File: src/rtl/ccu_snoop_data_forwarder.sv
// Snoop data forwarder: streams the first responder's CD line data as AXI R beats and drains every CD channel.
// Optional perf counters are built when CCU_SNOOP_FWD_PERF_EN is defined; otherwise perf outputs are tied to 0.
module ccu_snoop_data_forwarder #(
  parameter int unsigned LineWords  = 4,
  parameter int unsigned DataWidth  = 64,
  parameter int unsigned NoMstPorts = 4,
  parameter int unsigned IdWidth    = 6,
  parameter int unsigned FifoDepth  = 2,
  localparam int unsigned WIdxW     = $clog2(LineWords),
  localparam int unsigned PortW     = $clog2(NoMstPorts)
) (
  input  logic                             clk_i,
  input  logic                             rst_i,
  input  logic                             req_valid_i,
  output logic                             req_ready_o,
  input  logic [1:0]                       req_op_i,
  input  logic [IdWidth-1:0]               req_id_i,
  input  logic [WIdxW-1:0]                 req_word_i,
  input  logic [7:0]                       req_len_i,
  input  logic                             shared_i,
  input  logic                             dirty_i,
  input  logic [NoMstPorts-1:0]            data_avail_i,
  input  logic [PortW-1:0]                 first_resp_i,
  input  logic [NoMstPorts*DataWidth-1:0]  cd_data_i,
  input  logic [NoMstPorts-1:0]            cd_last_i,
  input  logic [NoMstPorts-1:0]            cd_valid_i,
  output logic [NoMstPorts-1:0]            cd_ready_o,
  output logic [DataWidth-1:0]             r_data_o,
  output logic [IdWidth-1:0]               r_id_o,
  output logic [3:0]                       r_resp_o,
  output logic                             r_last_o,
  output logic                             r_valid_o,
  input  logic                             r_ready_i,
  output logic                             busy_o,
  output logic [31:0]                      perf_beats_o,
  output logic [31:0]                      perf_stall_o
);

  localparam int unsigned SumW = ((WIdxW > 8) ? WIdxW : 8) + 1;
  localparam int unsigned PtrW = (FifoDepth > 1) ? $clog2(FifoDepth) : 1;
  localparam int unsigned CntW = $clog2(FifoDepth + 1);
  localparam logic [1:0] OpInvAck  = 2'd1;
  localparam logic [1:0] OpForward = 2'd2;

  typedef enum logic [1:0] {S_IDLE, S_ACK, S_STREAM, S_DRAIN} state_e;

  state_e                  state_q;
  logic [IdWidth-1:0]      id_q;
  logic [WIdxW-1:0]        start_q;
  logic [WIdxW-1:0]        end_q;
  logic                    oob_q;
  logic                    shared_q;
  logic                    dirty_q;
  logic [NoMstPorts-1:0]   avail_q;
  logic [PortW-1:0]        first_q;
  logic [NoMstPorts-1:0]   last_seen_q;
  logic [WIdxW:0]          rx_word_q;
  logic [PtrW-1:0]         wr_ptr_q;
  logic [PtrW-1:0]         rd_ptr_q;
  logic [CntW-1:0]         cnt_q;

  logic [DataWidth-1:0]    fifo_data_q  [FifoDepth];
  logic [WIdxW:0]          fifo_idx_q   [FifoDepth];
  logic [FifoDepth-1:0]    fifo_early_q;

  logic [SumW-1:0]         sum_d;
  logic                    oob_d;
  logic [WIdxW-1:0]        end_d;
  logic [NoMstPorts-1:0]   avail_d;

  logic                    busy;
  logic                    stream;
  logic                    fifo_full;
  logic                    fifo_empty;
  logic [NoMstPorts-1:0]   cd_hs;
  logic [NoMstPorts-1:0]   seen_now;
  logic                    all_done;
  logic [DataWidth-1:0]    cd_data_arr [NoMstPorts];
  logic                    push;
  logic                    push_early;
  logic [DataWidth-1:0]    head_data;
  logic [WIdxW:0]          head_idx;
  logic                    head_early;
  logic                    head_in_range;
  logic                    head_is_last;
  logic                    head_err;
  logic                    present;
  logic                    discard;
  logic                    r_hs;
  logic                    pop;
  logic                    r_done;

  function automatic logic [PtrW-1:0] ptr_inc(input logic [PtrW-1:0] p);
    return (p == PtrW'(FifoDepth - 1)) ? '0 : p + 1'b1;
  endfunction

  // Request decode: clamp the burst end to the line and flag an out-of-line burst.
  assign sum_d = SumW'(req_word_i) + SumW'(req_len_i);
  assign oob_d = sum_d > SumW'(LineWords - 1);
  assign end_d = oob_d ? WIdxW'(LineWords - 1) : sum_d[WIdxW-1:0];

  always_comb begin
    avail_d = data_avail_i;
    avail_d[first_resp_i] = 1'b1;
  end

  assign busy        = (state_q == S_STREAM) || (state_q == S_DRAIN);
  assign stream      = (state_q == S_STREAM);
  assign busy_o      = busy;
  assign req_ready_o = (state_q == S_IDLE);
  assign fifo_full   = (cnt_q == CntW'(FifoDepth));
  assign fifo_empty  = (cnt_q == '0);

  for (genvar gi = 0; gi < NoMstPorts; gi++) begin : g_port
    assign cd_data_arr[gi] = cd_data_i[gi*DataWidth +: DataWidth];
    assign cd_ready_o[gi]  = busy && avail_q[gi] && !last_seen_q[gi] &&
                             !((first_q == PortW'(gi)) && fifo_full);
  end

  assign cd_hs    = cd_valid_i & cd_ready_o;
  assign seen_now = last_seen_q | (cd_hs & cd_last_i);
  assign all_done = &(seen_now | ~avail_q);

  // Only the first responder's words enter the FIFO; other ports are simply drained.
  assign push       = stream && cd_hs[first_q];
  assign push_early = cd_last_i[first_q] && (rx_word_q < (WIdxW+1)'(LineWords - 1));

  assign head_data  = fifo_data_q[rd_ptr_q];
  assign head_idx   = fifo_idx_q[rd_ptr_q];
  assign head_early = fifo_early_q[rd_ptr_q];

  // A truncated line still owes the master a terminating beat, even before the start word.
  assign head_in_range = (head_idx <= {1'b0, end_q}) &&
                         ((head_idx >= {1'b0, start_q}) || head_early);
  assign head_is_last  = (head_idx == {1'b0, end_q}) || head_early;
  assign head_err      = oob_q || head_early;

  assign present = stream && !fifo_empty && head_in_range;
  assign discard = stream && !fifo_empty && !head_in_range;
  assign r_hs    = present && r_ready_i;
  assign pop     = discard || r_hs;
  assign r_done  = r_hs && head_is_last;

  always_comb begin
    r_valid_o = 1'b0;
    r_id_o    = id_q;
    r_data_o  = '0;
    r_resp_o  = '0;
    r_last_o  = 1'b0;
    case (state_q)
      S_IDLE: begin
        r_valid_o = req_valid_i && (req_op_i == OpInvAck);
        r_id_o    = req_id_i;
        r_last_o  = 1'b1;
      end
      S_ACK: begin
        r_valid_o = 1'b1;
        r_last_o  = 1'b1;
      end
      S_STREAM: begin
        r_valid_o = present;
        r_data_o  = present ? head_data : '0;
        r_resp_o  = present ? {shared_q, dirty_q, (head_err ? 2'b10 : 2'b00)} : 4'b0000;
        r_last_o  = present && head_is_last;
      end
      default: ;
    endcase
  end

  always_ff @(posedge clk_i) begin
    if (push) begin
      fifo_data_q[wr_ptr_q]  <= cd_data_arr[first_q];
      fifo_idx_q[wr_ptr_q]   <= rx_word_q;
      fifo_early_q[wr_ptr_q] <= push_early;
    end
  end

  always_ff @(posedge clk_i) begin
    if (rst_i) begin
      state_q     <= S_IDLE;
      id_q        <= '0;
      start_q     <= '0;
      end_q       <= '0;
      oob_q       <= 1'b0;
      shared_q    <= 1'b0;
      dirty_q     <= 1'b0;
      avail_q     <= '0;
      first_q     <= '0;
      last_seen_q <= '0;
      rx_word_q   <= '0;
      wr_ptr_q    <= '0;
      rd_ptr_q    <= '0;
      cnt_q       <= '0;
    end else begin
      last_seen_q <= busy ? seen_now : '0;
      // Words left behind the final beat are dropped; DRAIN only sinks CD traffic.
      if (!stream || r_done) begin
        wr_ptr_q <= '0;
        rd_ptr_q <= '0;
        cnt_q    <= '0;
      end else begin
        if (push) wr_ptr_q <= ptr_inc(wr_ptr_q);
        if (pop)  rd_ptr_q <= ptr_inc(rd_ptr_q);
        cnt_q <= cnt_q + CntW'(push) - CntW'(pop);
      end
      if (push) rx_word_q <= rx_word_q + 1'b1;
      case (state_q)
        S_IDLE: begin
          if (req_valid_i) begin
            if (req_op_i == OpForward) begin
              id_q      <= req_id_i;
              start_q   <= req_word_i;
              end_q     <= end_d;
              oob_q     <= oob_d;
              shared_q  <= shared_i;
              dirty_q   <= dirty_i;
              avail_q   <= avail_d;
              first_q   <= first_resp_i;
              rx_word_q <= '0;
              state_q   <= S_STREAM;
            end else if ((req_op_i == OpInvAck) && !r_ready_i) begin
              id_q    <= req_id_i;
              state_q <= S_ACK;
            end
          end
        end
        S_ACK:    if (r_ready_i) state_q <= S_IDLE;
        S_STREAM: if (r_done) state_q <= all_done ? S_IDLE : S_DRAIN;
        S_DRAIN:  if (all_done) state_q <= S_IDLE;
        default:  state_q <= S_IDLE;
      endcase
    end
  end

`ifdef CCU_SNOOP_FWD_PERF_EN
  logic [31:0] perf_beats_q;
  logic [31:0] perf_stall_q;

  always_ff @(posedge clk_i) begin
    if (rst_i) begin
      perf_beats_q <= '0;
      perf_stall_q <= '0;
    end else begin
      if (r_valid_o && r_ready_i && (perf_beats_q != '1))  perf_beats_q <= perf_beats_q + 1'b1;
      if (r_valid_o && !r_ready_i && (perf_stall_q != '1)) perf_stall_q <= perf_stall_q + 1'b1;
    end
  end

  assign perf_beats_o = perf_beats_q;
  assign perf_stall_o = perf_stall_q;
`else
  assign perf_beats_o = '0;
  assign perf_stall_o = '0;
`endif

endmodule

File: config.mk
export PLATFORM = sky130hd
export DESIGN_NAME = ccu_snoop_data_forwarder
export DESIGN_NICKNAME = d
export VERILOG_FILES = /design/src/rtl/ccu_snoop_data_forwarder.sv
export SDC_FILE = /design/constraint.sdc
export NUM_CORES = 1
export LEC_CHECK = 0
export CORE_AREA = 2 2 171 173
export CTS_CLUSTER_SIZE = 8
export DETAILED_ROUTE_END_ITERATION = 6
export DIE_AREA = 0 0 173 175
export GPL_TIMING_DRIVEN = 0
export PLACE_DENSITY = 0.65
export SYNTH_ARGS = -nofsm -noshare
export SYNTH_HDL_FRONTEND = slang
export SYNTH_SLANG_ARGS = --single-unit
File: constraint.sdc
create_clock -name clk_i -period 5.41 [get_ports clk_i]
set_input_delay 0.541 -clock clk_i [delete_from_list [all_inputs] [get_ports clk_i]]
set_output_delay 0.541 -clock clk_i [all_outputs]
set_load 0.02 [all_outputs]
# Word level (Yosys, flattened, before mapping)
# Memory sizes are Yosys's and may differ from the RTL's. A register that Yosys moved wholly into a read port is not among the register bits.
# Index checks and enable logic that the tools add are counted.
# word_totals
word_cells	160
in_bits	294
ramBits	134
memories	2
regBits	34
output_inout_bits	146
# op_classes
mux	45
n_lt_le_gt_ge	11
add_sub_neg	6
n_eq_ne	15
bitwise_logic	8
reduce_logical	58
# memory_table
memory	words	width	read_ports	rd_ports_with_merged_regs	wr	line	text
fifo_data_q	2	64	1	1	1	62	logic [DataWidth-1:0] fifo_data_q [FifoDepth];
fifo_idx_q	2	3	1	1	1	63	logic [WIdxW:0] fifo_idx_q [FifoDepth];
# ops
operator	count
2-to-1 mux 64 bit	4
binary-select mux 64 bit (select 2 bit)	1
logical AND 1 bit	29
2-to-1 mux 2 bit	9
2-to-1 mux 6 bit	3
2-to-1 mux 1 bit	14
== test 2 bit (second input constant)	6
logical NOT 1 bit	12
2-to-1 mux 3 bit	4
bitwise OR 4 bit	3
adder 2 x 8 -> 9 bit	1
> comparator 9 x 2 -> 1 bit (second input constant)	1
AND 4 bit	2
2-to-1 mux 4 bit	2
case mux 2 bit (4 select lines)	1
== test 2 x 1 -> 1 bit (second input constant)	3
logical NOT 2 bit	3
logical OR 1 bit	6
< comparator 2 x 3 -> 1 bit (second input constant)	2
inequality test 2 bit (second input constant)	3
AND reduction 3 bit	2
OR reduction 2 bit	3
AND reduction 5 bit	1
binary-select mux 1 bit (select 2 bit)	2
24 further kinds	26

# Depth between registers and ports, before layout
# Gate-level depths: netlist (run 1).
# logic_depth
word_depth	13
mapped_depth	14
ltp_nobuf	11

# Worst setup path after synthesis (run 1)
# OpenSTA, ideal clock, no wires.
# synth_path
path_kind	input-to-reg
startpoint	input cd_valid_i[0]
endpoint	memory fifo_data_q[1][0], enable pin
cell_stages	5
n_path_buf	0
arrival_ns	4.109
setup_ns	0.494
setup_slack_ns	0.807
required_time_ns	4.916
cell_sequence	nor4bb_1 -> a31oi_1 -> o22a_1 -> nand2b_1 -> nor2_1
# synth_via
elab_chain_len	6
# synth_rtl
item	line	text
from (decl)	26	input logic [NoMstPorts-1:0] cd_valid_i,
AND 4 bit	120	assign cd_hs = cd_valid_i & cd_ready_o;
binary-select mux 1 bit (select 2 bit)	125	assign push = stream && cd_hs[first_q];
2-to-1 mux 1 bit (implied by the code)	125	
logical AND 1 bit	125	
2-to-1 mux 1 bit	171	if (push) begin
2-to-1 mux 1 bit (implied by the code)	172	fifo_data_q[wr_ptr_q] <= cd_data_arr[first_q];
to (decl)	62	
# No other way between the ends. The select of a mux whose other input is x is not followed.

==> out/summary.md, run 1 <==
• 21.6 mm — sum of net half-perimeters after detailed placement
• 31.8% — starting density of the core
• 2570 — Filler Cells Inserted
• 4900 ps — time the final worst path needs with I/O delays and setup
• 28400 sq um — standard cell core area
• 0 — number of failing hold endpoints at the final stage
• 218 nW/um^2 — power per cell area
• 62 — cell row count
• sky130_fd_sc_hd__edfxtp_1 — most repeated cell in the gate-level netlist after synthesis
• built — TritonCTS clock tree
• 0 — number of antenna violations at the first check in global routing
• 175 microns — Vert. Die Dim
• 729 uW — net load switching power
• 23.7% — net switching fraction of the power
• 4740 sq um — total area of sequential cells
• 12.0 ps — worst clock skew
• 430 ps — Skew-Pair Late Insertion Delay
• 0 — number of remaining DRC errors
• reg2reg — Min-Delay Path Class
• 0 — max-cap violations
• 53 — post-synth cell types
• 4.55 — post-DR vias/cell
• 70 ps — register clock-pin slew on the reported worst setup and hold paths
• 27.4 mm — Total Wirelength
• 19 — Critical Path Fanout Max
• reg2out — type of the setup path with the least slack
• 5 — count of buffer and inverter cells on the critical path
• 2 — number of buffers between clock root and the deepest sink
• 680 ps — maximum cell stage delay along the critical path
• 6980 — number of global-route vias before repair
• 5 — first drt pass iteration count
• sky130_fd_sc_hd__clkbuf_16 — library cell used as clock root buffer
• no — RSZ-0062 raised after global routing
• 0% — async set-reset flop share out of synthesis
• 169 — FF+latch count, synth
• 0.810 — final estimated routing congestion in global placement
• 36.8% — clock share of power
• 13.6 sq um — post-synthesis average cell area
• 1490 — number of cells after detailed placement
• sky130_fd_sc_hd__clkdlybuf4s50_1 — cell at the slowest stage of the critical path
• 52.6% — proportion of synthesized chip area in sequential cells
• 440 — total I/O pin count
• 0 — post-cts resize count
• 2350 uW — cell internal power dissipation
• 665 — cell count after synthesis
• 46.5% — Flop pwr share
• completed — outcome
• 325 — first-iteration detailed-routing DRC count
• 17 — TritonCTS Buffers
• 0.204 GHz — highest achievable clock rate
• 4 — H-tree levels
• 14100 sq um — Finished Cell Area
• 136 x sky130_fd_sc_hd__edfxtp_1, 98 x sky130_fd_sc_hd__nor2_1, 71 x sky130_fd_sc_hd__mux2i_1, 65 x sky130_fd_sc_hd__buf_4, 65 x sky130_fd_sc_hd__mux4_2 — commonest cells in the netlist
• 0.00487 uW — Lkg Pwr
• 32.3% — relative slew slack
• 13600 sq um — Post-Place Cell Area
• 9030 sq um — cell area after synthesis
• 169 — clk sinks
• 18.0 microns — routed wirelength normalized by instance count
• 4360 ps — arrival time at the worst endpoint
• sky130_fd_sc_hd__edfxtp_1 — library cell occupying the most area in the post-synthesis netlist
• 90.5% — post-route clock period utilization
• 42 — pin count of the biggest net entering global routing
• 0.164 mV — highest ir drop seen on vdd
• 0 — count of antenna-violating nets left after detailed routing
• 0 — cts-stage hold buffer count
• sky130_fd_sc_hd__edfxtp_1 — flip-flop cell with the highest count after synthesis
• 3800 sq um — multi-input logic area
• 17.9% — overall routing resource usage
• 0 — count of final max-slew check failures
• 136 — number of flops mapped to enable cells by yosys
• 30300 sq um — Total Die Area
• output port — Worst setup EP type
• 0 — post-CTS setup-driven buffer insertion count
• 16.9% — fraction of final layout cells with drive strength greater than 1
• 4870 ps — Worst Path Required
• 0 — number of warnings issued by yosys
• 0 — number of antenna repair diodes
• 6923 — total via count after detailed routing
• 1521 — fin cells
• sky130_fd_sc_hd__edfxtp_1 45%, sky130_fd_sc_hd__mux4_2 16%, sky130_fd_sc_hd__mux2i_1 7.9% — top cells by area, synth
• clkbuf_1 > buf_2 > mux2_2 > ha_1 > nor2b_1 > o21a_1 > or3b_1 > buf_2 > clkbuf_1 > nor2_1 > clkdlybuf4s50_1 — worst path cell trace
• flip-flop — kind of start point of the critical path
• 1020 ps — worst slew pin tran
• 45.2% — Synth top area share
• 0 — count of endpoints failing setup in the final report
• buffers and inverters — family with the most delay on the worst path
• 1428 — nets@finish
• 374 — IO buf count
• 16.8% — relative contribution of combinational cells to total power
• 41.0 mm — global-route wire length before repair
• 56.3% — area grow syn2layout
• 0 — Overflow after GRT
• 173 microns — width of the chip
[final cells by class]
type | instances | share of cell area (%)
clock inverter | 14 | 0.807
timing repair buffer | 377 | 27.0
sequential | 169 | 33.6
tap | 384 | 3.41
buffer | 105 | 4.79
multi-input combinational | 440 | 26.9
clock buffer | 18 | 3.04
inverter | 14 | 0.390
[through the flow]
step | total power (uW) | util [%] | TNS [ps] | setup WS [ps] | hold slack [ps]
2_1_floorplan | 1690 | - | 0 | 807 | 436
3_3_place_gp | 1970 | 47.5 | -117000 | -1730 | 443
3_5_place_dp | 1970 | 47.8 | 0 | 446 | 450
4_1_cts | 3110 | 49.7 | 0 | 348 | 460
5_1_grt | 3200 | 49.7 | 0 | 181 | 476
6_report | 3070 | 49.7 | 0 | 512 | 459
[layer usage]
| layer | up-vias | GRT usage, % | part of all wire, % |
|---|---|---|---|
| met3 | 26 | 4.81 | 6.1 |
| met1 | 3325 | 22.5 | 42 |
| met5 | - | 0 | 0 |
| met2 | 270 | 30.6 | 50 |
| li1 | 3302 | - | - |
| met4 | 0 | 4.48 | 1.4 |
[cells by family (layout without fill, tap and decap cells)]
| logic type | count (synthesis) | after routing | share of synthesized area, % |
|---|---|---|---|
| buf+inv | 120 | 528 | 8.11 |
| fa+ha+maj | 10 | 10 | 1.47 |
| mux | 145 | 145 | 25.3 |
| other cells | 1 | 65 | 0.0415 |
| simple gates | 164 | 164 | 8.37 |
| xor+xnor | 3 | 3 | 0.291 |
| flops | 169 | 169 | 52.6 |
| compound gates | 53 | 53 | 3.91 |
[final timing paths]
| check | start | endpoint | slack [ps] | cells after the start |
|---|---|---|---|---|
| min reg2reg | dirty_q | dirty_q | 460 | 2 |
| max | flip-flop | r_data_o[38] | 510 | 11 |
| min | dirty_q | dirty_q | 460 | 2 |
| max reg2reg | flip-flop | cnt_q[1] | 1840 | 13 |
[placed cells by master (no fill, tap or decap), types with 2 or more instances in the layout]
master	count
sky130_fd_sc_hd__nand2b_1	10
sky130_fd_sc_hd__edfxtp_1	136
sky130_fd_sc_hd__xnor2_1	2
sky130_fd_sc_hd__buf_12	2
sky130_fd_sc_hd__and3_1	7
sky130_fd_sc_hd__clkdlybuf4s50_1	374
sky130_fd_sc_hd__inv_6	6
sky130_fd_sc_hd__buf_6	3
sky130_fd_sc_hd__a21oi_1	15
sky130_fd_sc_hd__nor2_1	97
sky130_fd_sc_hd__a21boi_0	2
sky130_fd_sc_hd__clkbuf_1	25
sky130_fd_sc_hd__or3_1	2
sky130_fd_sc_hd__conb_1	65
sky130_fd_sc_hd__a221oi_1	3
sky130_fd_sc_hd__nor2b_1	5
sky130_fd_sc_hd__a211oi_1	8
sky130_fd_sc_hd__ha_1	9
sky130_fd_sc_hd__o21a_1	2
sky130_fd_sc_hd__a41oi_1	4
sky130_fd_sc_hd__clkbuf_16	17
sky130_fd_sc_hd__inv_1	13
sky130_fd_sc_hd__clkinv_4	2
sky130_fd_sc_hd__nor3_1	3
sky130_fd_sc_hd__clkinvlp_4	3
sky130_fd_sc_hd__dfxtp_1	33
sky130_fd_sc_hd__mux4_2	65
sky130_fd_sc_hd__a31oi_1	5
sky130_fd_sc_hd__o21ai_0	7
sky130_fd_sc_hd__buf_2	12
sky130_fd_sc_hd__mux2i_1	71
sky130_fd_sc_hd__nand3_1	5
sky130_fd_sc_hd__buf_4	65
sky130_fd_sc_hd__mux2_2	8
sky130_fd_sc_hd__or4_1	3
sky130_fd_sc_hd__clkinv_2	2
sky130_fd_sc_hd__nand2_1	19
[registers in the layout (all words and copies together) (netlist names), named ones only]
name,cells
avail_q,4
cnt_q,2
dirty_q,1
end_q,2
fifo_data_q,128
fifo_early_q,2
fifo_idx_q,6
first_q,2
id_q,6
last_seen_q,4
oob_q,1
rd_ptr_q,1
rx_word_q,3
shared_q,1
start_q,2
state_q,2
wr_ptr_q,1
[power by group through the flow]
stage	combinational [uW]	clock, uW	sequential, uW
finish	516	1130	1430
global route	552	1210	1430
CTS	518	1160	1430
detailed placement	516	0	1460
global placement	511	0	1460
floorplan	236	0	1460
[worst reg2reg max path: cells and delay by family (launching register included)]
| kind | cells | cell delay, ps |
|---|---|---|
| XOR/XNOR | 2 | 300 |
| adder cells (fa/ha/maj) | 3 | 760 |
| multiplexers | 1 | 430 |
| buffers and inverters | 3 | 830 |
| flip-flops | 1 | 310 |
| AND/OR/NAND/NOR | 2 | 200 |
| AO/OA/AOI/OAI | 2 | 630 |
Note: power is estimated with default switching activity, not from simulation.
==> run 2: changes to the inputs <==
- CORE_AREA: 2 2 171 173 -> 5 5 169 171
- DIE_AREA: 0 0 173 175 -> 0 0 174 176
- PLACE_DENSITY: 0.65 -> 0.69
==> run 2 against run 1 <==
  * Sequential share of layout area about the same
  * Routed wire length up 3.3%
  * Via count up 0.45%
  * Final cell count down 2.8%
  * Largest cell class unchanged
  * Largest power group unchanged
==> out/summary.md, run 2 (synthesis results as in run 1) <==
• 3160 uW — Final Power, +2.9%
• 0.172 mV — highest ir drop seen on vdd, +5.3%
• 19 — Critical Path Fanout Max, unchanged
• fifo_data_q: 128 flops, fifo_idx_q: 6 flops, id_q: 6 flops — biggest regs
• reg2reg — Min-Delay Path Class
• 4.39% — met3 Usage GRT, -0.42 points
• 174 microns — width of the chip, +0.58%
• 36.4% — relative slew slack, +4.1 points
• 60 — cell row count, -3.2%
• 176 microns — Vert. Die Dim, +0.57%
• 33.8% — starting density of the core, +2.0 points
• 0 — post-CTS setup-driven buffer insertion count, unchanged
• 13500 sq um — Post-Place Cell Area, -0.19%
• 22.5% — GR Layer Usage met1, -0.066 points
• 0 — number of remaining DRC errors, unchanged
• 14100 sq um — Finished Cell Area, +0.13%
• met2 — routing layer with the top usage in global route
• 42.6 mm — global-route wire length before repair, +3.9%
• completed — outcome
• 2304 — Filler Cells Inserted, -10%
• 19.2 microns — routed wirelength normalized by instance count, +6.3%
• 0.00491 uW — Lkg Pwr, +0.82%
• 22.8 mm — sum of net half-perimeters after detailed placement, +5.7%
• 0 ps — accumulated negative setup slack, unchanged
• output port — Worst setup EP type
• 440 — total I/O pin count, unchanged
• 70 ps — register clock-pin slew on the reported worst setup and hold paths, about the same
• 28.4 mm — Total Wirelength, +3.3%
• built — TritonCTS clock tree
• 0 — count of antenna-violating nets left after detailed routing, unchanged
• 32.1% — fraction of met2 tracks used by global routing, +1.5 points
• 0 — post-cts resize count, unchanged
• 3800 sq um — multi-input logic area, unchanged
• 38 — pin count of the biggest net entering global routing, -9.5%
• fifo_data_q — register with the highest flop count
• 0.805 — final estimated routing congestion in global placement, -0.67%
• 38.6% — clock share of power, +1.8 points
• 23.0% — net switching fraction of the power, -0.74 points
• 456 ps — Hold WS, -2.89 ps
• 90.7% — post-route clock period utilization, +0.14 points
• 0 — count of final max-slew check failures, unchanged
• 953 ps — worst slew pin tran, -61.9 ps
• 7444 — number of global-route vias before repair, +6.6%
• 4370 ps — arrival time at the worst endpoint, about the same
• 0 — count of endpoints failing setup in the final report, unchanged
• 4740 sq um — total area of sequential cells, unchanged
• 374 x sky130_fd_sc_hd__clkdlybuf4s50_1, 136 x sky130_fd_sc_hd__edfxtp_1, 97 x sky130_fd_sc_hd__nor2_1, 71 x sky130_fd_sc_hd__mux2i_1 — commonest non-fill, non-tap cells in the layout
• 430 ps — Skew-Pair Late Insertion Delay, about the same
• 2 — number of buffers between clock root and the deepest sink, unchanged
• 128 — number of flip-flops under the largest register name, unchanged
• 4.70 — post-DR vias/cell, +3.3%
• 4910 ps — time the final worst path needs with I/O delays and setup, +7.72 ps
• 17.0% — fraction of final layout cells with drive strength greater than 1, +0.073 points
• reg2out — type of the setup path with the least slack
• 56.5% — area grow syn2layout
• 16.3% — relative contribution of combinational cells to total power, -0.5 points
• 374 — IO buf count, unchanged
• 18.0% — overall routing resource usage, +0.11 points
• 20.8 ps — worst clock skew, +8.75 ps
• 727 uW — net load switching power, -0.29%
• 0 — Overflow after GRT, unchanged
• sky130_fd_sc_hd__clkbuf_16 — library cell used as clock root buffer
• 6954 — total via count after detailed routing, +0.45%
• sky130_fd_sc_hd__clkdlybuf4s50_1 — most common library cell in the layout ignoring fill and taps
• 0 — number of antenna violations at the first check in global routing, unchanged
• 4870 ps — Worst Path Required, about the same
• 1429 — nets@finish, +0.070%
• 224 nW/um^2 — power per cell area, +2.8%
• 30600 sq um — Total Die Area, +1.2%
• 0.204 GHz — highest achievable clock rate, -0.16%
• 313 — first-iteration detailed-routing DRC count, -3.7%
• 0 — number of failing hold endpoints at the final stage, unchanged
• 2440 uW — cell internal power dissipation, +3.9%
• no — RSZ-0062 raised after global routing
• 45.1% — Flop pwr share, -1.4 points
• 0 — cts-stage hold buffer count, unchanged
• 0 — number of antenna repair diodes, unchanged
• 52.9% — final core utilization, +3.2 points
• 26700 sq um — standard cell core area, -5.9%
• 169 — clk sinks, unchanged
• 0 — max-cap violations, unchanged
• 4 — H-tree levels, unchanged
• flip-flop — kind of start point of the critical path
• 17 — TritonCTS Buffers, unchanged
• 1840 ps — Register-to-Register Setup Slack, about the same
• 5 — first drt pass iteration count, unchanged
run 2: changes by cell type in the layout (fill, tap and decap cells not counted), sizes merged:
cell / previous run / this run
clkinvlp: 3 / 1
clkbuf: 42 / 41
inv: 21 / 22
bufinv: 0 / 2
buf: 84 / 85
run 2: routing by layer:
metal / share of wire, % / vias to the layer above
met4: 0.54 / 0
met3: 5.9 / 13
met1: 40 / 3388
met5: 0 / -
li1: - / 3314
met2: 53 / 239
run 2: layout make-up:
class	instances	share of cell area, %
well taps	341	3.02
plain buffers	105	4.78
clock buffers	17	3.01
repair buffers	378	27.2
flip-flops and latches	169	33.6
clock inverters	15	1.15
multi-input cells	440	26.9
inverters	14	0.390
run 2: path summary, 6_finish.rpt:
check / startpoint / to / depth (start not counted)
hold reg to reg: shared_q / shared_q / 2
setup reg to reg: flip-flop / cnt_q[1] / 13
setup / recovery: flip-flop / r_data_o[42] / 11
hold / removal: shared_q / shared_q / 2
run 2: per-stage QoR:
step	cells	setup slack, ps
2_1_floorplan	729	807
3_3_place_gp	1444	-1870
3_5_place_dp	1448	522
4_1_cts	1480	69.8
5_1_grt	1479	257
6_report	1479	504
run 2: critical path: stages, from the launching register on:
cell and delay (ps):
sky130_fd_sc_hd__dfxtp_1 300, sky130_fd_sc_hd__clkbuf_1 220, sky130_fd_sc_hd__buf_2 550, sky130_fd_sc_hd__mux2_2 440, sky130_fd_sc_hd__ha_1 310, sky130_fd_sc_hd__nor2b_1 150, sky130_fd_sc_hd__o21a_1 180, sky130_fd_sc_hd__or3b_1 360
sky130_fd_sc_hd__buf_2 210, sky130_fd_sc_hd__clkbuf_1 260, sky130_fd_sc_hd__nor2_1 260, sky130_fd_sc_hd__clkdlybuf4s50_1 690
run 2: power groups by stage:
stage | logic (uW) | clock network [uW] | registers [uW]
5_1_grt | 552 | 1310 | 1430
3_5_place_dp | 515 | 0 | 1460
6_report | 516 | 1220 | 1430
4_1_cts | 518 | 1250 | 1430
3_3_place_gp | 508 | 0 | 1460
2_1_floorplan | 236 | 0 | 1460
==> run 3: changes to the inputs <==
- CORE_AREA: 5 5 169 171 -> 5 5 167 169
- CTS_BUF_LIST: unset -> sky130_fd_sc_hd__clkbuf_8
- DIE_AREA: 0 0 174 176 -> 0 0 172 174
- PLACE_DENSITY: 0.69 -> 0.7
==> run 3 against run 2 <==
  * Clock power fell by 23%
  * Largest cell class unchanged
  * Non-clock buffer count shrank 1
  * Critical endpoint is now r_data_o[22]
  * Sequential cell count stayed put
  * Via count grew 0.66%
  * Largest power group unchanged
  * Power is 9.0% lower
==> out/summary.md, run 3 (synthesis results as in run 1) <==
• 4500 ps — arrival time at the worst endpoint, +130 ps
• 49.6% — Flop pwr share, +4.5 points
• 303 — first-iteration detailed-routing DRC count, -3.2%
• 5040 ps — time the final worst path needs with I/O delays and setup, +137 ps
• 22.6 mm — sum of net half-perimeters after detailed placement, -1.0%
• 0 — number of failing hold endpoints at the final stage, unchanged
• 29900 sq um — Total Die Area, -2.3%
• flip-flop — kind of start point of the critical path
• built — TritonCTS clock tree
• 7000 — total via count after detailed routing, +0.66%
• 1428 — nets@finish, -0.070%
• 169 — clk sinks, unchanged
• 1479 — fin cells, unchanged
• 19.1 microns — routed wirelength normalized by instance count, -0.40%
• 174 microns — Vert. Die Dim, -1.1%
• 3 — number of antenna violations at the first check in global routing, +3
• 20.7 ps — worst clock skew, -0.0796 ps
• reg2reg — Min-Delay Path Class
• reg2out — type of the setup path with the least slack
• 0.00483 uW — Lkg Pwr, -1.7%
• 2 — number of buffers between clock root and the deepest sink, unchanged
• 0 — number of remaining DRC errors, unchanged
• 0.810 — final estimated routing congestion in global placement, +0.71%
• 697 uW — net load switching power, -4.1%
• no — RSZ-0062 raised after global routing
• 0 — Overflow after GRT, unchanged
• clkbuf_1 > buf_2 > mux2_2 > ha_1 > nor2b_1 > o21a_1 > or3b_1 > buf_2 > clkbuf_1 > nor2_1 > clkdlybuf4s50_1 — worst path cell trace
• 5 — first drt pass iteration count, unchanged
• buffers and inverters — family with the most delay on the worst path
• 0.198 GHz — highest achievable clock rate, -2.7%
• 60 — cell row count, unchanged
• 172 microns — width of the chip, -1.1%
• 2326 — Filler Cells Inserted, +0.95%
• sky130_fd_sc_hd__clkdlybuf4s50_1 — cell at the slowest stage of the critical path
• fifo_data_q — register with the highest flop count
• 207 nW/um^2 — power per cell area, -7.6%
• 2180 uW — cell internal power dissipation, -10%
• 7273 — number of global-route vias before repair, -2.3%
• 0 — count of antenna-violating nets left after detailed routing, unchanged
• 24.2% — net switching fraction of the power, +1.2 points
• 52.7% — final core utilization, -0.19 points
• 0 — post-cts resize count, unchanged
• 28.2 mm — Total Wirelength, -0.40%
• 4870 ps — Worst Path Required, about the same
• 16.9% — fraction of final layout cells with drive strength greater than 1, -0.073 points
• 17 — TritonCTS Buffers, unchanged
• 18.4% — overall routing resource usage, +0.37 points
• 128 — number of flip-flops under the largest register name, unchanged
• sky130_fd_sc_hd__clkbuf_8 — library cell used as clock root buffer
• 110 ps — register clock-pin slew on the reported worst setup and hold paths, +40 ps
• 0 — count of final max-slew check failures, unchanged
• 0.129 mV — highest ir drop seen on vdd, -25%
• 19 — Critical Path Fanout Max, unchanged
• output port — Worst setup EP type
• 54.2% — area grow syn2layout
• 26400 sq um — standard cell core area, -1.1%
• 4 — H-tree levels, unchanged
• 1740 ps — Register-to-Register Setup Slack, -100 ps
• 39.8% — relative slew slack, +3.4 points
• 18.0% — relative contribution of combinational cells to total power, +1.7 points
• 5 — count of buffer and inverter cells on the critical path, unchanged
• 650 ps — maximum cell stage delay along the critical path, -40 ps
• 374 — IO buf count, unchanged
• 34.2% — starting density of the core, +0.38 points
• 450 ps — Skew-Pair Late Insertion Delay, +20 ps
• 93.2% — post-route clock period utilization, +2.5 points
• 41.6 mm — global-route wire length before repair, -2.3%
• 0 — count of endpoints failing setup in the final report, unchanged
• 32.5% — clock share of power, -6.1 points
• 374 x sky130_fd_sc_hd__clkdlybuf4s50_1, 136 x sky130_fd_sc_hd__edfxtp_1, 97 x sky130_fd_sc_hd__nor2_1, 71 x sky130_fd_sc_hd__mux2i_1 — commonest non-fill, non-tap cells in the layout
• sky130_fd_sc_hd__clkdlybuf4s50_1 — most common library cell in the layout ignoring fill and taps
• 440 — total I/O pin count, unchanged
• 903 ps — worst slew pin tran, -51.0 ps
• completed — outcome
• 4.73 — post-DR vias/cell, +0.66%
• fifo_data_q: 128 flops, fifo_idx_q: 6 flops, id_q: 6 flops — biggest regs
• 1447 — number of cells after detailed placement, -0.069%
• 39 — pin count of the biggest net entering global routing, +2.6%
• 0 — max-cap violations, unchanged
## run 3: cell types whose count changed in the layout (fill, tap and decap cells not counted), moves of 2 or more
cell	before	now
sky130_fd_sc_hd__clkbuf_16	17	0
sky130_fd_sc_hd__clkbuf_8	0	18
sky130_fd_sc_hd__inv_4	1	4
sky130_fd_sc_hd__clkinv_2	2	0
sky130_fd_sc_hd__inv_6	7	5
## run 3: cell type report
| type | count | area [sq um] | share of cell area (%) |
|---|---|---|---|
| Antenna cell | 1 | 2.50 | 0.0180 |
| Buffer | 105 | 676 | 4.85 |
| Clock buffer | 18 | 248 | 1.78 |
| Clock inverter | 14 | 158 | 1.13 |
| Inverter | 14 | 55.1 | 0.396 |
| Multi-Input combinational cell | 440 | 3800 | 27.3 |
| Sequential cell | 169 | 4740 | 34.1 |
| Tap cell | 341 | 427 | 3.07 |
| Timing Repair Buffer | 377 | 3810 | 27.4 |
## run 3: path summary, 6_finish.rpt
| check | from | end | depth (start not counted) |
|---|---|---|---|
| setup / recovery | flip-flop | r_data_o[22] | 11 |
| hold / removal | start_q[1] | start_q[1] | 2 |
| setup reg to reg | flip-flop | cnt_q[1] | 13 |
| hold reg to reg | start_q[1] | start_q[1] | 2 |
## run 3: worst reg2reg max path, delay by kind of cell (launching register included)
kind                     cells  cell delay [ps]
buffers and inverters        3              880
adder cells (fa/ha/maj)      3              770
AO/OA/AOI/OAI                2              630
multiplexers                 1              460
flip-flops                   1              310
XOR/XNOR                     2              300
AND/OR/NAND/NOR              2              210
## run 3: timing repair
action,4_1_cts,5_1_grt
setup buffers,0,0
endpoints found under the setup margin,13,0
hold buffers,0,0
## run 3: layer usage
metal,routed length (microns),part of all wire (%),GRT usage (%)
met1,11000,39,22.2
met2,14400,51,32.0
met3,2210,7.8,5.28
met4,594,2.1,5.11
met5,27,0.096,0
## run 3: per-stage QoR
step	hold WS (ps)	power (uW)	setup TNS [ps]	setup WS (ps)	cell area [sq um]
2_1_floorplan	436	1690	0	807	9270
3_3_place_gp	445	1970	-119140	-1760	13400
3_5_place_dp	448	1970	0	358	13500
4_1_cts	463	2910	0	228	13900
5_1_grt	499	3010	0	42.1	13900
6_report	460	2880	0	367	13900
## run 3: power groups by stage
stage / logic (uW) / clock network [uW] / registers [uW]
after global routing: 555 / 1020 / 1430
after floorplan: 236 / 0 / 1460
final: 518 / 935 / 1430
after CTS: 520 / 963 / 1430
after detailed placement: 517 / 0 / 1460
after global placement: 508 / 0 / 1460
